## config.mk

```make
export PLATFORM = sky130hd
export DESIGN_NAME = dmem_arbiter
export DESIGN_NICKNAME = d
export VERILOG_FILES = /design/src/rtl/dmem_pkg.sv /design/src/rtl/dmem_lane_unit.sv /design/src/rtl/dmem_arbiter.sv
export SDC_FILE = /design/constraint.sdc
export NUM_CORES = 1
export LEC_CHECK = 0
export ABC_AREA = 1
export CORE_MARGIN = 3
export CORE_UTILIZATION = 44
export CTS_CLUSTER_DIAMETER = 30
export DETAILED_ROUTE_END_ITERATION = 12
export PLACE_DENSITY = 0.81
export SLEW_MARGIN = 20
export SYNTH_ARGS = -nofsm -noshare
export SYNTH_HDL_FRONTEND = slang
export SYNTH_HIERARCHICAL = 1
export SYNTH_SLANG_ARGS = --single-unit
```

## constraint.sdc

```tcl
create_clock -name clk -period 2.3 [get_ports clk]
set_input_delay 0.575 -clock clk [delete_from_list [all_inputs] [get_ports clk]]
set_output_delay 0.575 -clock clk [all_outputs]
set_load 0.1 [all_outputs]
```

## src/rtl/dmem_pkg.sv

```systemverilog
// Shared types and helpers for the data-memory arbiter and its lane unit.
package dmem_pkg;

    localparam int DMEM_NPORTS = 2;

    typedef enum logic [1:0] {
        SZ_BYTE = 2'b00,
        SZ_HALF = 2'b01,
        SZ_WORD = 2'b10,
        SZ_ILL  = 2'b11
    } size_e;

    typedef enum logic [1:0] {
        ST_IDLE  = 2'b00,
        ST_READ  = 2'b01,
        ST_WRITE = 2'b10,
        ST_RESP  = 2'b11
    } state_e;

    // True when the access cannot be served from a single aligned word.
    function automatic logic misaligned(input size_e size, input logic [1:0] addr_lo);
        logic bad;
        case (size)
            SZ_BYTE: bad = 1'b0;
            SZ_HALF: bad = addr_lo[0];
            SZ_WORD: bad = |addr_lo;
            default: bad = 1'b1;
        endcase
        return bad;
    endfunction

endpackage

```

## src/rtl/dmem_lane_unit.sv

```systemverilog
// Byte-lane datapath: merges store data into the read word and extracts
// aligned, sign/zero-extended load data from it.
module dmem_lane_unit
    import dmem_pkg::*;
#(
    parameter int DW = 32
) (
    input  logic [DW-1:0] i_rd_q,
    input  logic [DW-1:0] i_wdata,
    input  logic [1:0]    i_addr_lo,
    input  size_e         i_size,
    input  logic          i_sext,
    output logic [DW-1:0] o_merged,
    output logic [DW-1:0] o_load
);

    localparam int NB = DW / 8;

    logic [NB-1:0] w_be;
    logic [DW-1:0] w_wrep;
    logic [7:0]    w_byte;
    logic [15:0]   w_half;

    // Replicate the store data across every lane so the byte enables alone pick the target.
    always_comb begin
        w_be   = '0;
        w_wrep = i_wdata;
        case (i_size)
            SZ_BYTE: begin
                w_wrep = {NB{i_wdata[7:0]}};
                w_be   = NB'(1) << i_addr_lo;
            end
            SZ_HALF: begin
                w_wrep = {(NB/2){i_wdata[15:0]}};
                w_be   = i_addr_lo[1] ? NB'(4'b1100) : NB'(4'b0011);
            end
            SZ_WORD: begin
                w_wrep = i_wdata;
                w_be   = '1;
            end
            default: begin
                w_wrep = i_wdata;
                w_be   = '0;
            end
        endcase
    end

    always_comb begin
        o_merged = i_rd_q;
        for (int b = 0; b < NB; b++) begin
            if (w_be[b]) o_merged[8*b +: 8] = w_wrep[8*b +: 8];
        end
    end

    always_comb begin
        w_byte = 8'h00;
        for (int b = 0; b < NB; b++) begin
            if (i_addr_lo == 2'(b)) w_byte = i_rd_q[8*b +: 8];
        end
        w_half = i_addr_lo[1] ? i_rd_q[16 +: 16] : i_rd_q[0 +: 16];
    end

    always_comb begin
        case (i_size)
            SZ_BYTE: o_load = {{(DW-8){i_sext & w_byte[7]}}, w_byte};
            SZ_HALF: o_load = {{(DW-16){i_sext & w_half[15]}}, w_half};
            SZ_WORD: o_load = i_rd_q;
            default: o_load = '0;
        endcase
    end

endmodule

```

## src/rtl/dmem_arbiter.sv

```systemverilog
// Round-robin two-port arbiter and read / read-modify-write sequencer
// in front of a single-port word RAM with combinational read.
module dmem_arbiter
    import dmem_pkg::*;
#(
    parameter int AW = 8,
    parameter int DW = 32
) (
    input  logic          clk,
    input  logic          reset_n,

    input  logic          m0_req,
    input  logic          m0_we,
    input  logic [AW-1:0] m0_addr,
    input  logic [1:0]    m0_size,
    input  logic          m0_sext,
    input  logic [DW-1:0] m0_wdata,
    output logic          m0_gnt,
    output logic          m0_rvalid,
    output logic [DW-1:0] m0_rdata,
    output logic          m0_err,

    input  logic          m1_req,
    input  logic          m1_we,
    input  logic [AW-1:0] m1_addr,
    input  logic [1:0]    m1_size,
    input  logic          m1_sext,
    input  logic [DW-1:0] m1_wdata,
    output logic          m1_gnt,
    output logic          m1_rvalid,
    output logic [DW-1:0] m1_rdata,
    output logic          m1_err,

    output logic          mem_ce,
    output logic          mem_wr_en,
    output logic [AW-1:0] mem_addr,
    output logic [DW-1:0] mem_wdata,
    input  logic [DW-1:0] mem_rdata
);

    localparam int NP = DMEM_NPORTS;

    logic [NP-1:0]         w_req;
    logic [NP-1:0]         w_we;
    logic [NP-1:0][AW-1:0] w_addr;
    logic [NP-1:0][1:0]    w_size;
    logic [NP-1:0]         w_sext;
    logic [NP-1:0][DW-1:0] w_wdata;
    logic [NP-1:0]         w_gnt;
    logic [NP-1:0]         w_rvalid;
    logic [NP-1:0]         w_err;
    logic [NP-1:0][DW-1:0] w_rdata;

    assign w_req   = {m1_req,   m0_req};
    assign w_we    = {m1_we,    m0_we};
    assign w_addr  = {m1_addr,  m0_addr};
    assign w_size  = {m1_size,  m0_size};
    assign w_sext  = {m1_sext,  m0_sext};
    assign w_wdata = {m1_wdata, m0_wdata};

    state_e        r_state;
    logic          r_last;
    logic          r_port;
    logic          r_we;
    logic          r_sext;
    logic          r_err;
    logic [AW-1:0] r_addr;
    size_e         r_size;
    logic [DW-1:0] r_wdata;
    logic [DW-1:0] r_rd_q;

    logic          w_sel;
    logic          w_take;
    logic          w_misal;
    size_e         w_sel_size;
    logic          w_mem_act;
    logic          w_resp;
    logic [DW-1:0] w_merged;
    logic [DW-1:0] w_load;

    // On a tie the port that was not served last wins; a lone request always wins.
    assign w_sel      = (w_req[0] & w_req[1]) ? ~r_last : w_req[1];
    assign w_take     = reset_n && (r_state == ST_IDLE) && (|w_req);
    assign w_sel_size = size_e'(w_size[w_sel]);
    assign w_misal    = misaligned(w_sel_size, w_addr[w_sel][1:0]);

    always_ff @(posedge clk or negedge reset_n) begin
        if (!reset_n) begin
            r_state <= ST_IDLE;
            r_last  <= 1'b1;
            r_port  <= 1'b0;
            r_we    <= 1'b0;
            r_sext  <= 1'b0;
            r_err   <= 1'b0;
            r_addr  <= '0;
            r_size  <= SZ_BYTE;
            r_wdata <= '0;
            r_rd_q  <= '0;
        end else begin
            case (r_state)
                ST_IDLE: begin
                    if (w_take) begin
                        r_last  <= w_sel;
                        r_port  <= w_sel;
                        r_we    <= w_we[w_sel];
                        r_sext  <= w_sext[w_sel];
                        r_addr  <= w_addr[w_sel];
                        r_size  <= w_sel_size;
                        r_wdata <= w_wdata[w_sel];
                        r_err   <= w_misal;
                        r_state <= w_misal ? ST_RESP : ST_READ;
                    end
                end
                ST_READ: begin
                    r_rd_q  <= mem_rdata;
                    r_state <= r_we ? ST_WRITE : ST_RESP;
                end
                ST_WRITE: r_state <= ST_RESP;
                default:  r_state <= ST_IDLE;
            endcase
        end
    end

    dmem_lane_unit #(.DW(DW)) u_lane (
        .i_rd_q    (r_rd_q),
        .i_wdata   (r_wdata),
        .i_addr_lo (r_addr[1:0]),
        .i_size    (r_size),
        .i_sext    (r_sext),
        .o_merged  (w_merged),
        .o_load    (w_load)
    );

    assign w_mem_act = (r_state == ST_READ) || (r_state == ST_WRITE);
    assign mem_ce    = w_mem_act;
    assign mem_wr_en = (r_state == ST_WRITE);
    assign mem_addr  = w_mem_act ? {r_addr[AW-1:2], 2'b00} : '0;
    assign mem_wdata = (r_state == ST_WRITE) ? w_merged : '0;
    assign w_resp    = (r_state == ST_RESP);

    for (genvar p = 0; p < NP; p++) begin : g_port
        assign w_gnt[p]    = w_take && (w_sel == 1'(p));
        assign w_rvalid[p] = w_resp && (r_port == 1'(p));
        assign w_err[p]    = w_rvalid[p] && r_err;
        assign w_rdata[p]  = (w_rvalid[p] && !r_err && !r_we) ? w_load : '0;
    end

    assign m0_gnt    = w_gnt[0];
    assign m0_rvalid = w_rvalid[0];
    assign m0_err    = w_err[0];
    assign m0_rdata  = w_rdata[0];
    assign m1_gnt    = w_gnt[1];
    assign m1_rvalid = w_rvalid[1];
    assign m1_err    = w_err[1];
    assign m1_rdata  = w_rdata[1];

endmodule

```

==> results.md <==
| Quantity | Value |
| --- | --- |
| Worst path required time | 1.73 ns |
| Effective utilization at floorplan | 0.458 |
| Class of the most critical setup path | reg2out |
| H-Tree Depth | 3 |
| Routed wirelength normalized by instance count | 18.5 um |
| Switching share of power | 0.578 |
| Cell at the root of the clock tree | sky130_fd_sc_hd__clkbuf_16 |
| Pwr dens | 1570 nW/um^2 |
| Slowest cell on crit path | sky130_fd_sc_hd__dfrtp_2 |
| Cell breakdown of the critical path | inv_2 -> nor2_4 -> nand2_2 -> nand2_4 -> buf_12 -> nand2_2 -> nand4_1 -> inv_2 -> nor2_4 -> buf_12 |
| Final worst-path cycle share | 1.21 |
| Violation count after the first detailed-routing iteration | 768 |
| Number of antenna violations at the first check in global routing | 0 |
| Final setup fails | 96 |
| Part of the total power dissipated in sequential elements | 0.168 |
| Number of max-capacitance violations reported | 0 |
| Port buffer count | 233 |
| Depth of the worst register-to-register path | 11 |
| Library cells used by synthesis | 30 |
| VDD IR max | 0.00141 V |
| Global-route met3 utilization | 0.0720 |
| CP startpoint kind | flop |
| Residual DRC count | 0 |
| Final critical-path required period | 2.77 ns |
| Pre-CTS setup slack | -0.0700 ns |
| Horizontal die dimension | 122 um |
| Final Hold Fails | 0 |
| Total internal power | 7.50 mW |
| Reg2Reg Setup Slack | 0.30 ns |
| Iteration count of the initial detailed-routing pass | 7 |
| Max_slew headroom | 0.632 |
| Clock tree from TritonCTS | yes |
| Longest Clk Path Bufs | 2 |
| Most crowded layer after global routing | met2 |
| NumNets Final | 1383 |
| Die Span Y | 122 um |
| Remaining antenna violation count after routing | 0 |
| Relative contribution of the clock network to total power | 0.087 |
| Area Growth Syn to Fin | 92.2% |
| Die ar. | 14800 sq um |
| End-of-flow core utilization | 0.881 |
| Global-route track usage on met2 | 0.558 |
| Clk_skew | 0.00899 ns |
| Detail-routed via count per cell | 5.51 |
| CTS clock-pin slew for the worst setup and hold paths | 0.07 ns |
| Static Leakage | 5.07 nW |
| Dpl cell area | 10500 sq um |
| Post-Layout Cell Count | 1431 |
| Combinational share of power | 0.745 |
| Met1 demand-to-capacity share in global routing | 0.402 |
| Most common cell after layout, fill and taps aside | sky130_fd_sc_hd__nand2_1 |
| Failing checks | setup timing |
| Antenna fix cells | 0 |
| Number of global-route vias before repair | 7599 |
| Drt total wl | 26.4 mm |
| Result of the run | finished, violations left |
| Worst hold margin | 0.365 ns |
| Gr usage total | 0.330 |
| Mean instance size in the synthesized netlist | 6.01 sq um |
| Worst-case setup margin in the final layout | -0.473 ns |
| RSZ-0062 raised after global routing | yes |
| Number of buffers created by CTS | 9 |
| Core box area | 12800 sq um |
| Clk_lat worst skew | 0.35 ns |
| Most used cells in the layout excluding fill and tap cells | sky130_fd_sc_hd__nand2_1, sky130_fd_sc_hd__clkdlybuf4s50_1, sky130_fd_sc_hd__buf_12, sky130_fd_sc_hd__dfrtp_1, sky130_fd_sc_hd__nor2_4 |
| Worst Path Max Fanout | 10 |
| Transition time of the tightest slew-check pin | 0.552 ns |
| I/O pin cnt | 236 |
| RR Endpoint | r_we$_DFFE_PN0P_ |
| Yosys synthesis warning count | 6 |
| Peak clock frequency supported by timing | 0.361 GHz |
| Max Slew Vio Count | 0 |
| GP Congestion | 1.02 |
| Placed Cells | 1393 |
| Number of hold buffers added after cts | 0 |
| Proportion of synthesized chip area in sequential cells | 0.345 |
| Overall via count from detail_route | 7883 |
| Number of standard-cell rows in the floorplan | 41 |
| Worst path max stage delay | 0.47 ns |
| First-pass GRT wire length | 38.6 mm |
| Ratio of cells with drive above 1 in the final layout | 0.350 |
| Sort of element at the end of the critical path | primary output |
| Data arrival time of the critical path | 2.20 ns |
| Detailed-placement wirelength estimate | 18.4 mm |
| Gate count of the mapped netlist | 978 |
| Class of the tightest hold or removal check | in2async |
| Cell area after synthesis | 5880 sq um |
| Total gr overflow | 0 |
| Beginning of the worst register-to-register path | r_state[0]$_DFFE_PN0P_ |
| NetSw | 10.3 mW |
| Number of clock sinks | 81 |
| Flop and latch count out of synthesis | 81 |
| Non-Filler Cell Area, Final | 11300 sq um |
| Largest net degree at the start of global routing | 42 |
[metrics by stage]
step                total power [mW]  TNS, ns
finish                          17.8   -30.75
floorplan                       10.6   -16.69
global placement                14.3   -0.654
detailed placement              14.6    -1.77
global route                    18.5   -39.29
CTS                             16.9   -25.07
[cells in the mapped netlist (all sizes together)]
library cell  count  area, sq um
inv             127          477
a21oi            13         68.8
ha                5         62.6
clkbuf           20         75.1
o2bb2ai           1         8.76
conb              1         3.75
dfstp             1         26.3
nand4             3         18.8
nand3b            2         15.0
a22oi             8         60.1
buf              28          221
nand3            61          325
o211ai            5         37.5
nand2           489         1870
o21ai            47          239
nor2             86          357
nor3              1         16.3
dfrtp            80         2000
[layer usage]
layer,up-vias,routed length [um]
met1,3606,9460
met3,151,2790
met5,-,0
li1,3517,-
met2,609,12700
met4,0,1480
[state kept, by name (all words and copies together), names as in the netlist, 2 cells and up]
register	cells
r_addr	8
r_size	2
r_state	2
r_rd_q	32
r_wdata	32
[worst max-delay path by stage]
| stage | from | endpoint | slack, ns | cells past startpoint |
|---|---|---|---|---|
| after floorplan | r_state[1]$_DFFE_PN0P_ | m0_rdata[10] | -0.27 | 6 |
| after global placement | r_addr[0]$_DFFE_PN0P_ | m1_rdata[20] | -0.04 | 11 |
| after detailed placement | r_size[1]$_DFFE_PN0P_ | m1_rdata[17] | -0.07 | 10 |
| after CTS | r_size[0]$_DFFE_PN0P_ | m1_rdata[9] | -0.30 | 10 |
| after global routing | r_size[1]$_DFFE_PN0P_ | m1_rdata[18] | -0.50 | 11 |
| final | r_size[0]$_DFFE_PN0P_ | m1_rdata[7] | -0.47 | 10 |
[logic make-up (layout without fill, tap and decap cells)]
logic type,Yosys count,count (layout),synth area share
flip-flops,81,81,0.345
adder cells (fa/ha/maj),5,5,0.0106
other,1,2,0.000638
AND/OR/NAND/NOR,642,644,0.442
AO/OA/AOI/OAI,74,74,0.0704
buffers and inverters,175,453,0.132
[area by class of cell]
type	instances	area [sq um]
multi-input cells	725	3900
well taps	172	215
clock buffers	13	240
fillers	615	1520
inverters	127	643
repair buffers	309	4190
repair inverters	1	7.51
clock inverters	3	68.8
flip-flops and latches	81	2030
[power by group through the flow]
| stage | logic (mW) | clock network, mW | registers (mW) |
|---|---|---|---|
| 6_report | 13.2 | 1.55 | 2.99 |
| 4_1_cts | 12.5 | 1.54 | 2.90 |
| 5_1_grt | 13.9 | 1.60 | 3.03 |
| 3_3_place_gp | 11.5 | 0 | 2.87 |
| 2_1_floorplan | 8.04 | 0 | 2.57 |
| 3_5_place_dp | 11.7 | 0 | 2.90 |
[worst max-delay path: cells and delay by family, from the launching register on]
kind          cells  cell delay (ns)
buf+inv           4             0.52
simple gates      6             0.84
flops             1             0.47
[repair_timing]
| item | in CTS | in global routing |
|---|---|---|
| endpoints found under the setup margin | 98 | 104 |
| pin swaps | 43 | 13 |
| buffers inserted | 10 | 8 |
| cloned | 3 | 2 |
| resized for setup | 93 | 45 |
Power figures use the tool's default switching activity.
